**src/rtl/half_mult_pipe.sv**
```systemverilog
// Elastic FIFO + two-register pipeline around a combinational binary16 multiplier.
// Results carry exception flags; a sticky copy accumulates over consumed results.

module float_mult_16bit (
  input  logic [15:0] float1,
  input  logic [15:0] float2,
  output logic [15:0] product
);
  logic              sign;
  logic [4:0]        exp_a;
  logic [4:0]        exp_b;
  logic [9:0]        man_a;
  logic [9:0]        man_b;
  logic              a_zero;
  logic              b_zero;
  logic              a_inf;
  logic              b_inf;
  logic              a_nan;
  logic              b_nan;
  logic [4:0]        eff_a;
  logic [4:0]        eff_b;
  logic [10:0]       sig_a;
  logic [10:0]       sig_b;
  logic [21:0]       sig_prod;
  logic [4:0]        lead;
  logic [21:0]       norm;
  logic signed [7:0] exp_biased;
  logic [5:0]        shift;
  logic [33:0]       wide;
  logic [32:0]       shifted;
  logic              lost;
  logic              guard;
  logic              sticky;
  logic              round_up;
  logic [4:0]        exp_field;
  logic [14:0]       rounded;

  assign sign   = float1[15] ^ float2[15];
  assign exp_a  = float1[14:10];
  assign exp_b  = float2[14:10];
  assign man_a  = float1[9:0];
  assign man_b  = float2[9:0];
  assign a_zero = (exp_a == 5'd0) && (man_a == 10'd0);
  assign b_zero = (exp_b == 5'd0) && (man_b == 10'd0);
  assign a_inf  = (exp_a == 5'h1F) && (man_a == 10'd0);
  assign b_inf  = (exp_b == 5'h1F) && (man_b == 10'd0);
  assign a_nan  = (exp_a == 5'h1F) && (man_a != 10'd0);
  assign b_nan  = (exp_b == 5'h1F) && (man_b != 10'd0);

  // Subnormals use exponent 1 with no hidden bit.
  assign eff_a    = (exp_a == 5'd0) ? 5'd1 : exp_a;
  assign eff_b    = (exp_b == 5'd0) ? 5'd1 : exp_b;
  assign sig_a    = {exp_a != 5'd0, man_a};
  assign sig_b    = {exp_b != 5'd0, man_b};
  assign sig_prod = sig_a * sig_b;

  always_comb begin
    lead = 5'd0;
    for (int i = 0; i < 22; i++) begin
      if (sig_prod[i]) lead = 5'(i);
    end
  end

  assign norm       = sig_prod << (5'd21 - lead);
  assign exp_biased = $signed({3'b000, lead}) + $signed({3'b000, eff_a})
                    + $signed({3'b000, eff_b}) - 8'sd35;
  assign shift      = (exp_biased > 8'sd0) ? 6'd0 : 6'(8'sd1 - exp_biased);
  assign wide       = {norm, 12'd0};
  assign shifted    = 33'(wide >> shift);

  always_comb begin
    lost = 1'b0;
    for (int i = 0; i < 34; i++) begin
      if (6'(i) < shift) lost = lost | wide[i];
    end
  end

  assign guard     = shifted[22];
  assign sticky    = (shifted[21:0] != 22'd0) || lost;
  assign round_up  = guard && (sticky || shifted[23]);
  assign exp_field = (exp_biased > 8'sd0) ? exp_biased[4:0] : 5'd0;
  // A rounding carry out of the mantissa bumps the exponent field naturally.
  assign rounded   = {exp_field, shifted[32:23]} + {14'd0, round_up};

  always_comb begin
    product = {sign, rounded};
    if (a_nan || b_nan || (a_inf && b_zero) || (a_zero && b_inf)) begin
      product = 16'hFFFF;
    end else if (a_inf || b_inf) begin
      product = {sign, 5'h1F, 10'd0};
    end else if (a_zero || b_zero) begin
      product = {sign, 15'd0};
    end else if (exp_biased > 8'sd30) begin
      product = {sign, 5'h1F, 10'd0};
    end
  end
endmodule

module half_mult_pipe #(
  parameter int FIFO_DEPTH = 4
) (
  input  logic                              CLK,
  input  logic                              nRST,
  input  logic                              in_valid,
  output logic                              in_ready,
  input  logic [15:0]                       float1,
  input  logic [15:0]                       float2,
  output logic                              out_valid,
  input  logic                              out_ready,
  output logic [15:0]                       product,
  output logic [3:0]                        out_flags,
  output logic [3:0]                        sticky_flags,
  input  logic                              clr_sticky,
  input  logic                              flush,
  output logic [$clog2(FIFO_DEPTH+3)-1:0]   occupancy
);
  localparam int AW = $clog2(FIFO_DEPTH);
  localparam int OW = $clog2(FIFO_DEPTH + 3);

  logic [31:0] fifo_mem [FIFO_DEPTH];
  logic [AW:0] wr_ptr_reg;
  logic [AW:0] rd_ptr_reg;
  logic [AW:0] fifo_count;
  logic        full;
  logic        empty;
  logic        push;
  logic        pop;
  logic [31:0] head;
  logic        head_nv;

  logic [15:0] s1_a_reg;
  logic [15:0] s1_b_reg;
  logic        s1_nv_reg;
  logic        s1_valid_reg;
  logic        s1_load;

  logic [15:0] mult_p;
  logic [3:0]  flags_next;
  logic [15:0] product_reg;
  logic [3:0]  flags_reg;
  logic        s2_valid_reg;
  logic        s2_load;
  logic [3:0]  sticky_reg;
  logic        out_fire;

  function automatic logic is_zero(input logic [15:0] f);
    return f[14:0] == 15'd0;
  endfunction

  function automatic logic is_inf(input logic [15:0] f);
    return (f[14:10] == 5'h1F) && (f[9:0] == 10'd0);
  endfunction

  function automatic logic is_snan(input logic [15:0] f);
    return (f[14:10] == 5'h1F) && !f[9] && (f[9:0] != 10'd0);
  endfunction

  assign full       = (wr_ptr_reg[AW] != rd_ptr_reg[AW]) &&
                      (wr_ptr_reg[AW-1:0] == rd_ptr_reg[AW-1:0]);
  assign empty      = (wr_ptr_reg == rd_ptr_reg);
  assign fifo_count = wr_ptr_reg - rd_ptr_reg;

  // Backward ready chain runs from the output register towards the FIFO.
  assign s2_load  = !s2_valid_reg || out_ready;
  assign s1_load  = !s1_valid_reg || s2_load;
  assign pop      = !empty && s1_load;
  assign in_ready = !full && !flush;
  assign push     = in_valid && in_ready;
  assign out_fire = s2_valid_reg && out_ready;

  assign head    = fifo_mem[rd_ptr_reg[AW-1:0]];
  assign head_nv = (is_zero(head[31:16]) && is_inf(head[15:0])) ||
                   (is_inf(head[31:16]) && is_zero(head[15:0])) ||
                   is_snan(head[31:16]) || is_snan(head[15:0]);

  always_ff @(posedge CLK) begin
    if (push) fifo_mem[wr_ptr_reg[AW-1:0]] <= {float1, float2};
  end

  always_ff @(posedge CLK or negedge nRST) begin
    if (!nRST) begin
      wr_ptr_reg <= '0;
      rd_ptr_reg <= '0;
    end else if (flush) begin
      wr_ptr_reg <= '0;
      rd_ptr_reg <= '0;
    end else begin
      if (push) wr_ptr_reg <= wr_ptr_reg + (AW+1)'(1);
      if (pop)  rd_ptr_reg <= rd_ptr_reg + (AW+1)'(1);
    end
  end

  always_ff @(posedge CLK or negedge nRST) begin
    if (!nRST) begin
      s1_a_reg     <= 16'd0;
      s1_b_reg     <= 16'd0;
      s1_nv_reg    <= 1'b0;
      s1_valid_reg <= 1'b0;
    end else if (flush) begin
      s1_valid_reg <= 1'b0;
    end else if (s1_load) begin
      s1_valid_reg <= pop;
      if (pop) begin
        s1_a_reg  <= head[31:16];
        s1_b_reg  <= head[15:0];
        s1_nv_reg <= head_nv;
      end
    end
  end

  float_mult_16bit u_mult (
    .float1  (s1_a_reg),
    .float2  (s1_b_reg),
    .product (mult_p)
  );

  assign flags_next = {
    s1_nv_reg || ((mult_p[14:10] == 5'h1F) && (mult_p[9:0] != 10'd0)),
    (mult_p[14:10] == 5'h1F) && (mult_p[9:0] == 10'd0),
    mult_p[14:0] == 15'd0,
    (mult_p[14:10] == 5'd0) && (mult_p[9:0] != 10'd0)
  };

  always_ff @(posedge CLK or negedge nRST) begin
    if (!nRST) begin
      product_reg  <= 16'd0;
      flags_reg    <= 4'd0;
      s2_valid_reg <= 1'b0;
    end else if (flush) begin
      s2_valid_reg <= 1'b0;
    end else if (s2_load) begin
      s2_valid_reg <= s1_valid_reg;
      if (s1_valid_reg) begin
        product_reg <= mult_p;
        flags_reg   <= flags_next;
      end
    end
  end

  // A clear coinciding with a handshake keeps only that handshake's flags.
  always_ff @(posedge CLK or negedge nRST) begin
    if (!nRST) begin
      sticky_reg <= 4'd0;
    end else if (clr_sticky) begin
      sticky_reg <= out_fire ? flags_reg : 4'd0;
    end else if (out_fire) begin
      sticky_reg <= sticky_reg | flags_reg;
    end
  end

  assign out_valid    = s2_valid_reg;
  assign product      = product_reg;
  assign out_flags    = flags_reg;
  assign sticky_flags = sticky_reg;
  assign occupancy    = OW'(fifo_count) + OW'(s1_valid_reg) + OW'(s2_valid_reg);
endmodule

```
**config.mk**
```make
export PLATFORM = sky130hd
export DESIGN_NAME = half_mult_pipe
export DESIGN_NICKNAME = d
export VERILOG_FILES = /design/src/rtl/half_mult_pipe.sv
export SDC_FILE = /design/constraint.sdc
export NUM_CORES = 1
export LEC_CHECK = 0
export CORE_MARGIN = 2
export CORE_UTILIZATION = 30
export CTS_CLUSTER_DIAMETER = 100
export CTS_CLUSTER_SIZE = 30
export DETAILED_ROUTE_END_ITERATION = 8
export PLACE_DENSITY_LB_ADDON = 0.12
export REMOVE_ABC_BUFFERS = 1
export SKIP_LAST_GASP = 1
export SYNTH_ARGS = -nofsm -noshare
export SYNTH_HDL_FRONTEND = slang
export SYNTH_SLANG_ARGS = --single-unit
```
**constraint.sdc**
```tcl
create_clock -name CLK -period 19.4 [get_ports CLK]
set_input_delay 3.88 -clock CLK [delete_from_list [all_inputs] [get_ports CLK]]
set_output_delay 3.88 -clock CLK [all_outputs]
set_load 0.02 [all_outputs]
```
==> flow_metrics.tcl <==
set metrics [dict create \
    grt_pass1_vias 13500 \
    muxShareOfSynthArea_pct 9.05 \
    die_height_um 239 \
    fp.dieW_um 239 \
    synth_most_common_cell "nand2_1" \
    yosys.area_share.adder_pct 16.6 \
    synth-compound-area-share_pct 17.0 \
    reg2reg_from "s1_b_reg[13]$_DFFE_PN0P_" \
    numPortBuffers 66 \
    whs_ps 494 \
    overflow 0 \
    area_growth_pct 11.2 \
    synth_area_sq_mm 0.0166 \
    final_util_pct 33.6 \
    maxSlewViolCount 0 \
    rows 86 \
    ys_seq_elements 193 \
    drcViolationCount 0 \
    synth_area_per_cell_sq_um 10.0 \
    dieArea_sq_mm 0.0572 \
    critPathCaptureType "flop" \
    fin_crit_sh_pct 75.4 \
    critical_path_required_ps 19730 \
    nNetsFinal 1880 \
    drt_pass1_iterations 5 \
    drt_iter0_drc 1062 \
    start_util_pct 30.2 \
    grt_setup_unrepaired "no" \
    async_flop_share_pct 33.7 \
    yosysTopAreaCellShare_pct 23.2 \
    cp.arrival_ps 14950 \
    cp_common_cell "fa_1" \
    layout-drive-gt1-share_pct 9.85 \
    grt_max_degree 66 \
    startpoint "s1_b_reg[13]$_DFFE_PN0P_" \
    postCtsSetupRepairBufs 0 \
    slew_headroom_pct 23.4 \
    gr-usage-all-layers_pct 17.0 \
    cts_tree "yes" \
    numCtsBuffers 17 \
    post_cts_resized 0 \
    core_region_area_sq_mm 0.0549 \
    r2r_slack_ps 4780 \
    synth-simple-area-share_pct 16.3 \
    vias_per_cell 5.45 \
    crit_type "flop to flop" \
    post-synth-top-area-cell "edfxtp_1" \
    antenna_found_initial 0 \
    crit_fanout 37 \
    setup_ws_ps 4780 \
    ys_seq_area_share_pct 33.0 \
    ioPinCount 67 \
    hold_class "flop to flop" \
    finalHoldViolCount 0 \
    fillers 5681 \
    drt-total-wl_um 47100 \
    cts.path.max_buffers 2 \
    gr-usage-met1_pct 23.2 \
    n_antenna_cell 0 \
    slowest_stage "a2111oi_0" \
    dp_slack_ps 4930 \
    synth.distinct_cells 102 \
    synth_top_family_by_area "compound AO/OA/AOI/OAI gates" \
    worstSetupStartpointType "flop" \
    synth_edf_count 128 \
    dp_hpwl_um 35500 \
    met2_usage_pct 29.1 \
    hold_start "product[3]$_DFFE_PN0P_" \
    cpPeakStageDelay_ps 760 \
    netlist_instances 1658 \
    vias 13000 \
    tns_ps 0 \
    largest_reg_flops 128 \
    path_clk_slew_ps 70 \
    grtUsageMet3_pct 1.88 \
    htreeDepth 4 \
    status "finished, final reports clean" \
    ys.flop_type "edfxtp_1" \
    cts-root-buf "clkbuf_16" \
    regArea_sq_mm 0.00547 \
    setup_viol 0 \
    period_needed_ps 14620 \
    maxCapViolations 0 \
    synth-xor-area-share_pct 2.64 \
    routabilityCongestion 0.873 \
    multiInputGateArea_sq_mm 0.0102 \
    ant_nets 0 \
    timing.fmax_mhz 68.4 \
    cts_sinks 193 \
    ys_top_cells_by_count "nand2_1 (150), inv_1 (138), edfxtp_1 (128)" \
    cts_hold_buf 0 \
    yosysWarnings 0 \
    grt_pass1_wl_um 77000 \
    fin_skew_ps 12.0 \
    worst_slew_pin_slew_ps 1140 \
    clock_latency_ps 440 \
    wl_per_cell_um 19.7 \
    busiest_layer "met2" \
    yosys-top-cells-area "edfxtp_1 (23%), fa_1 (10%), dfrtp_1 (9.8%)" \
]
==> critical path: cells and delay by family, from the launching register on <==
kind | cells | cell delay [ps]
adders and majority gates | 11 | 4550
AOI/OAI and AO/OA | 13 | 4240
xor gates and xnor gates | 3 | 830
buffers and inverters | 7 | 970
DFF | 1 | 390
and+or+nand+nor | 13 | 3480
==> metrics by stage <==
stage / instances / area (sq um)
after global placement: 2358 / 17900
after floorplan: 1567 / 16200
after detailed placement: 2358 / 17900
after CTS: 2390 / 18400
after global routing: 2390 / 18400
final: 2390 / 18400
==> path summary, 6_finish.rpt <==
path,cells after the start,endpoint
setup / recovery,47,out_flags[0]$_DFFE_PN0P_
hold / removal,2,product[3]$_DFFE_PN0P_
setup reg to reg,47,out_flags[0]$_DFFE_PN0P_
hold reg to reg,2,product[3]$_DFFE_PN0P_
max in group asynchronous,2,rd_ptr_reg[0]$_DFFE_PN0P_
min in group asynchronous,2,sticky_flags[2]$_DFFE_PN0P_
==> layer usage <==
| metal | share of wire (%) | vias up |
|---|---|---|
| met5 | 0 | - |
| met4 | 1.4 | 0 |
| met3 | 3.6 | 44 |
| met2 | 49 | 272 |
| met1 | 46 | 6604 |
| li1 | - | 6115 |
==> cell families after synthesis <==
logic type,Yosys count
and+or+nand+nor,537
AOI/OAI and AO/OA,380
buffers and inverters,231
DFF,193
adders and majority gates,169
muxes,98
xor gates and xnor gates,50
==> layout by cell type, fill, tap and decap left out, drive strengths merged, types with 8 or more instances in the layout <==
cell type        n
edfxtp         128
xnor2           31
o21a            12
dfrtp           65
and2            88
mux2i           25
mux4            38
o21ai           75
inv            146
nand2          150
a211oi          32
nand4           20
xor2            19
nor2           115
a221oi           8
mux2            35
o221ai          10
ha              85
a22oi           11
o31ai           11
and3            23
a21oi           64
nor2b            8
a21o            13
buf             22
clkbuf          19
o22ai           17
clkdlybuf4s50   65
a22o             8
nand3           38
fa              84
o211ai          26
nor3            36
nand2b           8
a31oi           10
nor4            18
==> cell type report <==
class / count / area share (%)
multi-input cells: 1234 / 55.4
flip-flops and latches: 193 / 29.7
well taps: 704 / 4.78
repair buffers: 87 / 4.41
inverters: 140 / 2.85
clock buffers: 19 / 2.35
clock inverters: 13 / 0.557
Power is not shown: default switching activity piles up to over one toggle a cycle in this logic, so the estimate is an artifact.
